## config.mk

```make
export PLATFORM = sky130hd
export DESIGN_NAME = mem_access_ctrl_flat
export DESIGN_NICKNAME = d
export VERILOG_FILES = /design/src/rtl/mem_access_ctrl_if.sv /design/src/rtl/mem_access_ctrl.sv /design/src/flat_wrapper.sv
export SDC_FILE = /design/constraint.sdc
export NUM_CORES = 1
export LEC_CHECK = 0
export CORE_UTILIZATION = 38
export CTS_CLUSTER_SIZE = 12
export DETAILED_ROUTE_END_ITERATION = 6
export GPL_TIMING_DRIVEN = 0
export MAX_ROUTING_LAYER = met4
export PLACE_DENSITY = 0.77
export SLEW_MARGIN = 5
export SYNTH_ARGS = -nofsm -noshare
export SYNTH_HDL_FRONTEND = slang
export SYNTH_SLANG_ARGS = --single-unit
```

## constraint.sdc

```tcl
create_clock -name clk -period 1.6 [get_ports clk]
set_input_delay 0.16 -clock clk [delete_from_list [all_inputs] [get_ports clk]]
set_output_delay 0.16 -clock clk [all_outputs]
set_load 0.01 [all_outputs]
```

## src/rtl/mem_access_ctrl_if.sv

```systemverilog
`default_nettype none
// +--------------------------------------------------------------------+
// | mem_access_ctrl_if                                                 |
// | M-stage request inputs and memory bus of the load/store controller |
// | Rev 1.0 - initial release                                          |
// +--------------------------------------------------------------------+
interface mem_access_ctrl_if;
   logic [31:0] IR_M;
   logic [31:0] addr_M;
   logic [31:0] wdata_M;
   logic [31:0] mem_rdata;
   logic        mem_ready;
   logic        mem_req;
   logic        mem_we;
   logic [31:0] mem_addr;
   logic [3:0]  mem_be;
   logic [31:0] mem_wdata;
   logic        stall;
   logic [31:0] ld_data;
   logic        ld_valid;
   logic        adel;
   logic        ades;
   logic        bus_err;

   modport master (
      input  IR_M, addr_M, wdata_M, mem_rdata, mem_ready,
      output mem_req, mem_we, mem_addr, mem_be, mem_wdata,
             stall, ld_data, ld_valid, adel, ades, bus_err
   );

   modport slave (
      output IR_M, addr_M, wdata_M, mem_rdata, mem_ready,
      input  mem_req, mem_we, mem_addr, mem_be, mem_wdata,
             stall, ld_data, ld_valid, adel, ades, bus_err
   );
endinterface
`default_nettype wire

```

## src/rtl/mem_access_ctrl.sv

```systemverilog
`default_nettype none
// +--------------------------------------------------------------------+
// | mem_access_ctrl                                                    |
// | M-stage load/store sequencer: one request at a time, with timeout  |
// | Rev 1.0 - initial release                                          |
// +--------------------------------------------------------------------+
module mem_access_ctrl #(
   parameter int TIMEOUT = 255
) (
   input wire                 clk,
   input wire                 reset,
   mem_access_ctrl_if.master  bus
);
   localparam logic [5:0] c_OP_LW  = 6'b100011;
   localparam logic [5:0] c_OP_LB  = 6'b100000;
   localparam logic [5:0] c_OP_LBU = 6'b100100;
   localparam logic [5:0] c_OP_LH  = 6'b100001;
   localparam logic [5:0] c_OP_LHU = 6'b100101;
   localparam logic [5:0] c_OP_SW  = 6'b101011;
   localparam logic [5:0] c_OP_SB  = 6'b101000;
   localparam logic [5:0] c_OP_SH  = 6'b101001;
   localparam logic [7:0] c_TMO_LAST = 8'(TIMEOUT - 1);

   typedef enum logic [1:0] {
      IDLE = 2'd0,
      BUSY = 2'd1,
      DONE = 2'd2
   } state_t;

   state_t      r_state;
   logic [7:0]  r_wait;
   logic [5:0]  r_op;
   logic [1:0]  r_off;
   logic [29:0] r_addr;
   logic [3:0]  r_be;
   logic [31:0] r_wdata;
   logic        r_we;
   logic [31:0] r_ld_data;
   logic        r_bus_err;

   logic [5:0]  w_op;
   logic        w_is_load;
   logic        w_is_store;
   logic        w_misal;
   logic        w_accept;
   logic [3:0]  w_st_be;
   logic [31:0] w_st_wdata;
   logic [7:0]  w_byte;
   logic [15:0] w_half;
   logic [31:0] w_ld_ext;
   logic        w_unused;

   assign w_op       = bus.IR_M[31:26];
   assign w_unused   = &{1'b0, bus.IR_M[25:0]};
   assign w_is_load  = (w_op == c_OP_LW) || (w_op == c_OP_LB) || (w_op == c_OP_LBU) ||
                       (w_op == c_OP_LH) || (w_op == c_OP_LHU);
   assign w_is_store = (w_op == c_OP_SW) || (w_op == c_OP_SB) || (w_op == c_OP_SH);

   always_comb begin
      w_misal = 1'b0;
      if (w_op == c_OP_LW || w_op == c_OP_SW)
         w_misal = |bus.addr_M[1:0];
      else if (w_op == c_OP_LH || w_op == c_OP_LHU || w_op == c_OP_SH)
         w_misal = bus.addr_M[0];
   end

   assign w_accept = (r_state == IDLE) && (w_is_load || w_is_store) && !w_misal;

   // Loads fall through to the full-word defaults.
   always_comb begin
      w_st_be    = 4'b1111;
      w_st_wdata = bus.wdata_M;
      case (w_op)
         c_OP_SB: begin
            w_st_be    = 4'b0001 << bus.addr_M[1:0];
            w_st_wdata = {4{bus.wdata_M[7:0]}};
         end
         c_OP_SH: begin
            w_st_be    = bus.addr_M[1] ? 4'b1100 : 4'b0011;
            w_st_wdata = {2{bus.wdata_M[15:0]}};
         end
         default: ;
      endcase
   end

   always_comb begin
      w_byte = 8'(bus.mem_rdata >> {r_off, 3'b000});
      w_half = r_off[1] ? bus.mem_rdata[31:16] : bus.mem_rdata[15:0];
      case (r_op)
         c_OP_LB:  w_ld_ext = {{24{w_byte[7]}}, w_byte};
         c_OP_LBU: w_ld_ext = {24'h0, w_byte};
         c_OP_LH:  w_ld_ext = {{16{w_half[15]}}, w_half};
         c_OP_LHU: w_ld_ext = {16'h0, w_half};
         default:  w_ld_ext = bus.mem_rdata;
      endcase
   end

   always_ff @(posedge clk) begin
      if (reset) begin
         r_state   <= IDLE;
         r_wait    <= 8'd0;
         r_op      <= 6'd0;
         r_off     <= 2'd0;
         r_addr    <= 30'd0;
         r_be      <= 4'd0;
         r_wdata   <= 32'd0;
         r_we      <= 1'b0;
         r_ld_data <= 32'd0;
         r_bus_err <= 1'b0;
      end else begin
         case (r_state)
            IDLE: begin
               if (w_accept) begin
                  r_op    <= w_op;
                  r_off   <= bus.addr_M[1:0];
                  r_addr  <= bus.addr_M[31:2];
                  r_be    <= w_st_be;
                  r_wdata <= w_st_wdata;
                  r_we    <= w_is_store;
                  r_wait  <= 8'd0;
                  r_state <= BUSY;
               end
            end
            BUSY: begin
               // A response in the final allowed cycle still wins over the timeout.
               if (bus.mem_ready) begin
                  if (!r_we)
                     r_ld_data <= w_ld_ext;
                  r_state <= DONE;
               end else if (r_wait == c_TMO_LAST) begin
                  r_bus_err <= 1'b1;
                  r_ld_data <= 32'd0;
                  r_state   <= DONE;
               end else begin
                  r_wait <= r_wait + 8'd1;
               end
            end
            DONE: begin
               r_bus_err <= 1'b0;
               r_state   <= IDLE;
            end
            default: r_state <= IDLE;
         endcase
      end
   end

   assign bus.mem_req   = (r_state == BUSY);
   assign bus.mem_we    = r_we;
   assign bus.mem_addr  = {r_addr, 2'b00};
   assign bus.mem_be    = r_be;
   assign bus.mem_wdata = r_wdata;
   assign bus.stall     = w_accept || (r_state == BUSY);
   assign bus.ld_data   = r_ld_data;
   assign bus.ld_valid  = (r_state == DONE) && !r_we;
   assign bus.bus_err   = r_bus_err;
   assign bus.adel      = (r_state == IDLE) && w_is_load && w_misal;
   assign bus.ades      = (r_state == IDLE) && w_is_store && w_misal;
endmodule
`default_nettype wire

```

## src/flat_wrapper.sv

```systemverilog
// flat-port wrapper written by rule: the top's interface ports become plain ports
module mem_access_ctrl_flat 
#(
   parameter int TIMEOUT = 255
)
  (clk, reset, bus_IR_M, bus_addr_M, bus_wdata_M, bus_mem_rdata, bus_mem_ready, bus_mem_req, bus_mem_we, bus_mem_addr, bus_mem_be, bus_mem_wdata, bus_stall, bus_ld_data, bus_ld_valid, bus_adel, bus_ades, bus_bus_err);
  mem_access_ctrl_if bus_i ();
  input wire clk;
  input wire reset;
  input wire logic [$bits(bus_i.IR_M)-1:0] bus_IR_M;
  input wire logic [$bits(bus_i.addr_M)-1:0] bus_addr_M;
  input wire logic [$bits(bus_i.wdata_M)-1:0] bus_wdata_M;
  input wire logic [$bits(bus_i.mem_rdata)-1:0] bus_mem_rdata;
  input wire logic [$bits(bus_i.mem_ready)-1:0] bus_mem_ready;
  output wire logic [$bits(bus_i.mem_req)-1:0] bus_mem_req;
  output wire logic [$bits(bus_i.mem_we)-1:0] bus_mem_we;
  output wire logic [$bits(bus_i.mem_addr)-1:0] bus_mem_addr;
  output wire logic [$bits(bus_i.mem_be)-1:0] bus_mem_be;
  output wire logic [$bits(bus_i.mem_wdata)-1:0] bus_mem_wdata;
  output wire logic [$bits(bus_i.stall)-1:0] bus_stall;
  output wire logic [$bits(bus_i.ld_data)-1:0] bus_ld_data;
  output wire logic [$bits(bus_i.ld_valid)-1:0] bus_ld_valid;
  output wire logic [$bits(bus_i.adel)-1:0] bus_adel;
  output wire logic [$bits(bus_i.ades)-1:0] bus_ades;
  output wire logic [$bits(bus_i.bus_err)-1:0] bus_bus_err;
  assign bus_i.IR_M = bus_IR_M;
  assign bus_i.addr_M = bus_addr_M;
  assign bus_i.wdata_M = bus_wdata_M;
  assign bus_i.mem_rdata = bus_mem_rdata;
  assign bus_i.mem_ready = bus_mem_ready;
  assign bus_mem_req = bus_i.mem_req;
  assign bus_mem_we = bus_i.mem_we;
  assign bus_mem_addr = bus_i.mem_addr;
  assign bus_mem_be = bus_i.mem_be;
  assign bus_mem_wdata = bus_i.mem_wdata;
  assign bus_stall = bus_i.stall;
  assign bus_ld_data = bus_i.ld_data;
  assign bus_ld_valid = bus_i.ld_valid;
  assign bus_adel = bus_i.adel;
  assign bus_ades = bus_i.ades;
  assign bus_bus_err = bus_i.bus_err;
  mem_access_ctrl #(.TIMEOUT(TIMEOUT)) u_core (.clk(clk), .reset(reset), .bus(bus_i));
endmodule
```

## Word-level counts from Yosys, hierarchy flattened

Index checks and enable logic that the tools add are counted.

| word-level totals | value |
|---|---|
| register bits | 118 |
| input bits | 131 |
| logic and storage cells | 85 |

| cells by class | value |
|---|---|
| add/sub/neg operators | 1 |
| equality and inequality tests | 21 |
| shifts and indexed selects | 2 |
| multiplexer cells | 21 |
| reduce and logical (&&, ||, !) cells | 30 |

Operators with widths:

| cell | count |
|---|---|
| one-hot mux 32 bit (4 select lines) | 1 |
| two-way mux 32 bit | 3 |
| equality test 6 bit, second input constant | 12 |
| one-hot mux 32 bit (2 select lines) | 1 |
| >> shifter 32 x 5 -> 8 bit | 1 |
| two-way mux 8 bit | 3 |
| two-way mux 16 bit | 1 |
| one-hot mux 8 bit (2 select lines) | 1 |
| logical OR 1 bit | 11 |
| adder 8 x 1 -> 8 bit, second input constant | 1 |
| equality test 8 bit, second input constant | 1 |
| one-hot mux 4 bit (2 select lines) | 1 |
| logical AND 1 bit | 7 |
| two-way mux 2 bit | 3 |
| != test 2 bit, second input constant | 3 |
| AND reduction 3 bit | 2 |
| nonzero test 2 bit | 3 |
| two-way mux 1 bit | 4 |
| two-way mux 4 bit | 1 |
| != test 2 x 1 -> 1 bit, second input constant | 2 |
| one-hot mux 2 bit (2 select lines) | 1 |
| AND reduction 2 bit | 2 |
| AND reduction 4 bit | 1 |
| left shift 1 x 2 -> 4 bit, first input constant | 1 |
| 7 further kinds | 8 |

## Longest topological paths before layout

Gate-level depths: netlist of run 1.

| depth | value |
|---|---|
| depth after elaboration | 10 |
| mapped depth | 8 |

## Worst setup path before layout of run 1

No wires, ideal clock.

| path | value |
|---|---|
| kind | register -> register |
| start point | reg u_core.r_off[0] |
| end point | reg u_core.r_ld_data[8], in the netlist u_core.bus.ld_data[8] |
| library setup time | 117 ps |
| data arrival time | 1,619 ps |
| data required time | 1,483 ps |
| setup slack | -136 ps |
| cell stages (with the launch flop) | 7 |
| buffers on the path | 1 |
| cells stage by stage | dfxtp_1 buf_2 mux2_2 a22oi_1 nand2b_1 nand4_1 a22o_1 |

| on the way | value |
|---|---|
| cells in the longest elaborated chain, start to end | 4 |

RTL lines:

| what | line | text |
|---|---|---|
| start: declaration | mem_access_ctrl.sv:33 | `logic [1:0] r_off;` |
| start signal: assignment | mem_access_ctrl.sv:115 | `r_off <= bus.addr_M[1:0];` |
| >> shifter 32 x 5 -> 8 bit | mem_access_ctrl.sv:87 | `w_byte = 8'(bus.mem_rdata >> {r_off, 3'b000});` |
| one-hot mux 32 bit (4 select lines) | mem_access_ctrl.sv:89 | `case (r_op)` |
| two-way mux 32 bit | mem_access_ctrl.sv:127 | `if (!r_we)` |
| two-way mux 32 bit | mem_access_ctrl.sv:126 | `if (bus.mem_ready) begin` |
| end signal: assignment | mem_access_ctrl.sv:128 | `r_ld_data <= w_ld_ext;` |
| end: declaration | mem_access_ctrl.sv:38 | `logic [31:0] r_ld_data;` |

Every way passes these cells. The select of a mux whose other input is x is not followed.
A chain may end at the register's enable or synchronous reset.

## Worst setup path in the final report of run 1

| path | value |
|---|---|
| start point | in bus_IR_M[29] |
| end point | out bus_ades |

| on the way | value |
|---|---|
| cells in the longest elaborated chain, start to end | 6 |
| elaborated cells on any way between the ends | 15 |
| those cells by class | 6 x eq/ne; 2 x mux; 7 x reduce/logical |

RTL lines:

| what | line | text |
|---|---|---|
| start: declaration | flat_wrapper.sv:10 | `input wire logic [$bits(bus_i.IR_M)-1:0] bus_IR_M;` |
| equality test 6 bit | mem_access_ctrl.sv:63 | `else if (w_op == c_OP_LH \|\| w_op == c_OP_LHU \|\| w_op == c_OP_SH)` |
| logical OR 1 bit (2 in series) | mem_access_ctrl.sv:63 |  |
| two-way mux 1 bit | mem_access_ctrl.sv:63 |  |
| two-way mux 1 bit | mem_access_ctrl.sv:61 | `if (w_op == c_OP_LW \|\| w_op == c_OP_SW)` |
| logical AND 1 bit * | mem_access_ctrl.sv:157 | `assign bus.ades = (r_state == IDLE) && w_is_store && w_misal;` |
| end: declaration | flat_wrapper.sv:24 | `output wire logic [$bits(bus_i.ades)-1:0] bus_ades;` |

Every way passes the cells marked *; elsewhere a longest branch is shown, timed or not.

==> run metrics, run 1 <==
status complete, but fails checks; failing checks setup timing; Crit Reg-Reg Endpoint u_core.bus.ld_data[21]; final core occ 74.2%; pin count of the biggest net entering global routing 17; post-DR vias/cell 5.60; worst path buffer plus inverter count 2; cell row count 42; share of the synthesized area in the top cell type 44.5%; Final nets 1043; RR Startpoint u_core.r_op[3]; dpl ws -1.25 ns; cts-stage hold buffer count 0; Min-Delay Path Class input port to flip-flop; initial antenna violation count 2; final worst setup slack -0.294 ns; DIE HEIGHT 120 µm; worst reg2reg setup slack -0.24 ns; clk sinks 118; TritonCTS Buffers 17; vias in the first global route 5925; antenna-violating nets left 0; Clk Latency, worst-skew pair 0.43 ns; Area Growth Syn to Fin 88.0%; Final min period 1.89 ns; core area 13500 µm²; Final Cycle Share 118%; Hold EP u_core.r_op[1]; fin cells 1101; most frequent cells in the layout 196 x clkdlybuf4s50_1, 112 x nand2_1, 109 x dfxtp_1; post-route cell area 9980 µm²; Yosys reg bits 118; cell area power density 885 nW/µm²; most common cell after layout, fill and taps aside clkdlybuf4s50_1; fraction of layout cells with a size suffix above 1 32.6%; total gr overflow 0; worst endpoint required time 1.44 ns; relative slew slack 33.0%; Avg Cell Area, Syn 8.44 µm²; DP Wirelength 12.8 mm; Post-Place Cells 1013; CP max stage delay 0.55 ns; Crit-path slowest cell clkdlybuf4s50_1; Worst Tran Pin Value 1.01 ns; final WL 22.5 mm; unique cell type count in the Yosys netlist 52; total power 8.83 mW; drt first-iter violations 545; mapped cell area 5310 µm²; Max Slew Vio Count 0; crit path cell chain clkdlybuf4s50_1, nor4bb_4, o21ai_1, nor4_2, buf_2; DP Area 7670 µm²; Final Setup Violations 116; Fin Hold WS 0.244 ns; Worst Path Max Fanout 4; WL per Instance 20.4 µm; Fmax 0.528 GHz; Arrival @ worst endpoint 1.73 ns; Hold Path Cell Cnt 3; Async SR Flop Fraction 0%; root buf cell clkbuf_16; max_cap viols 0; Sum Neg Setup Slack -16.57 ns; unrepaired setup endpoints after global routing yes; crit path capture type output pin; CTS Buffer Depth 2; Initial Util 39.5%; GPL Wtd Cong 0.882; clock-pin slew on the worst setup and hold paths 0.05 ns; IO buf count 207; sequential fraction of the synthesis area 44.5%; DR pass1 iterations 5; CTS tree yes; Chip Width 120 µm; worst reg2reg path depth 8; Die Area 14500 µm²; Max VDD drop 668 µV; DR DRC count 0; DR vias 6171; critical path's top delay family buffers and inverters; clk_skew 0.00706 ns; fill count 879; area of the multi-input gates 3440 µm²; area leader, netlist dfxtp_1; worst hold path startpoint bus_IR_M[27]; final hold vios 0; H-tree depth 4; gr usage total 29.0%; YS warnings 0; first-pass GRT wire length 31.4 mm; Pleak 3.73 nW; Area contributors post-synth dfxtp_1 44%, nand2_1 11%, a21oi_1 7.7%; Sequential Area 2380 µm²; Worst setup SP type input port; number of standard cells after synthesis 629; Ports 238; ys flop type dfxtp_1; CP Class input port to output pin; Post-synth EDFFs 0
## routing by layer
metal / global-route usage [%] / share of wire [%] / vias up
met1: 34.3 / 38 / 2941
met5: - / 0 / -
li1: - / - / 2789
met4: 13.0 / 4.5 / 0
met2: 47.2 / 49 / 354
met3: 6.60 / 8.3 / 87
## area by class of cell
cell class	instances	area share, %
Buffer	47	4.74
Antenna cell	2	0.0501
Timing Repair Buffer	266	28.1
Inverter	4	0.150
Tap cell	176	2.21
Sequential cell	118	23.9
Multi-Input combinational cell	456	34.5
Clock inverter	10	1.76
Clock buffer	22	4.65
## cells by family (layout without fill, tap and decap cells)
kind of cell | Yosys count | after routing | share of synthesized area, %
fa+ha+maj | 2 | 2 | 0.471
buf+inv | 56 | 349 | 5.18
flops | 118 | 118 | 44.5
mux | 27 | 27 | 6.81
xor+xnor | 6 | 6 | 0.990
other cells | 1 | 4 | 0.0706
simple gates | 248 | 248 | 21.1
compound gates | 171 | 171 | 20.9
## power by group
| part | switching (mW) | leakage [nW] | internal (mW) | total, mW |
|---|---|---|---|---|
| Combinational | 0.701 | 2.45 | 0.808 | 1.51 |
| Sequential | 0.0620 | 0.962 | 3.03 | 3.09 |
| Clock | 1.41 | 0.318 | 2.83 | 4.24 |
## cells in the mapped netlist, drive strengths merged (2+ instances only)
cell,instances
nand4,10
inv,4
a22oi,2
a32o,8
nor3,10
a311oi,4
mux2,3
xor2,4
clkbuf,28
dfxtp,118
nand2b,7
a21oi,82
a22o,7
mux2i,17
a211oi,9
nor3b,11
nand4bb,2
o21bai,2
nand3,12
ha,2
and2,2
mux4,7
o21ai,29
xnor2,2
nor2,33
nand2,152
o211ai,17
buf,24
nor2b,2
o22a,8
## worst reg2reg max path: cells and delay by family, from the launching register on
family | cells | cell delay (ns)
DFF | 1 | 0.32
AOI/OAI and AO/OA | 2 | 0.19
and+or+nand+nor | 2 | 0.69
buffers and inverters | 4 | 0.58
## registers in the layout, indices dropped and copies added, names as in the netlist
name	count
u_core.bus.bus_err	1
u_core.bus.ld_data	32
u_core.bus.mem_be	4
u_core.bus.mem_wdata	32
u_core.bus.mem_we	1
u_core.r_addr	30
u_core.r_off	2
u_core.r_op	6
u_core.r_state	2
u_core.r_wait	8
## how the worst max path moves through the flow
| stage | start | end | cells after the start |
|---|---|---|---|
| final | bus_IR_M[29] | bus_ades | 5 |
| after global routing | bus_IR_M[29] | bus_ades | 5 |
| after CTS | u_core.r_state[0] | bus_stall | 6 |
| after detailed placement | bus_IR_M[28] | bus_stall | 8 |
| after global placement | bus_IR_M[28] | bus_stall | 8 |
| after floorplan | u_core.r_op[4] | u_core.bus.ld_data[3] | 6 |
## what timing repair did
action / in CTS / in global routing
resized for setup: 195 / 171
pin swaps: 59 / 92
buffers inserted: 36 / 17
gates cloned: 13 / 0
endpoints found under the hold margin: 0 / 0
setup endpoints to repair: 121 / 120
Power figures use the tool's default switching activity.
==> run 2, diff against run 1 <==
--- a/config.mk
+++ b/config.mk
@@ -5,6 +5,7 @@
 export SDC_FILE = /design/constraint.sdc
 export NUM_CORES = 1
 export LEC_CHECK = 0
+export CORE_MARGIN = 1
 export CORE_UTILIZATION = 38
 export CTS_CLUSTER_SIZE = 12
 export DETAILED_ROUTE_END_ITERATION = 6
==> results of run 2 <==
The final DEF is identical to that of run 1; final timing and power are the same.
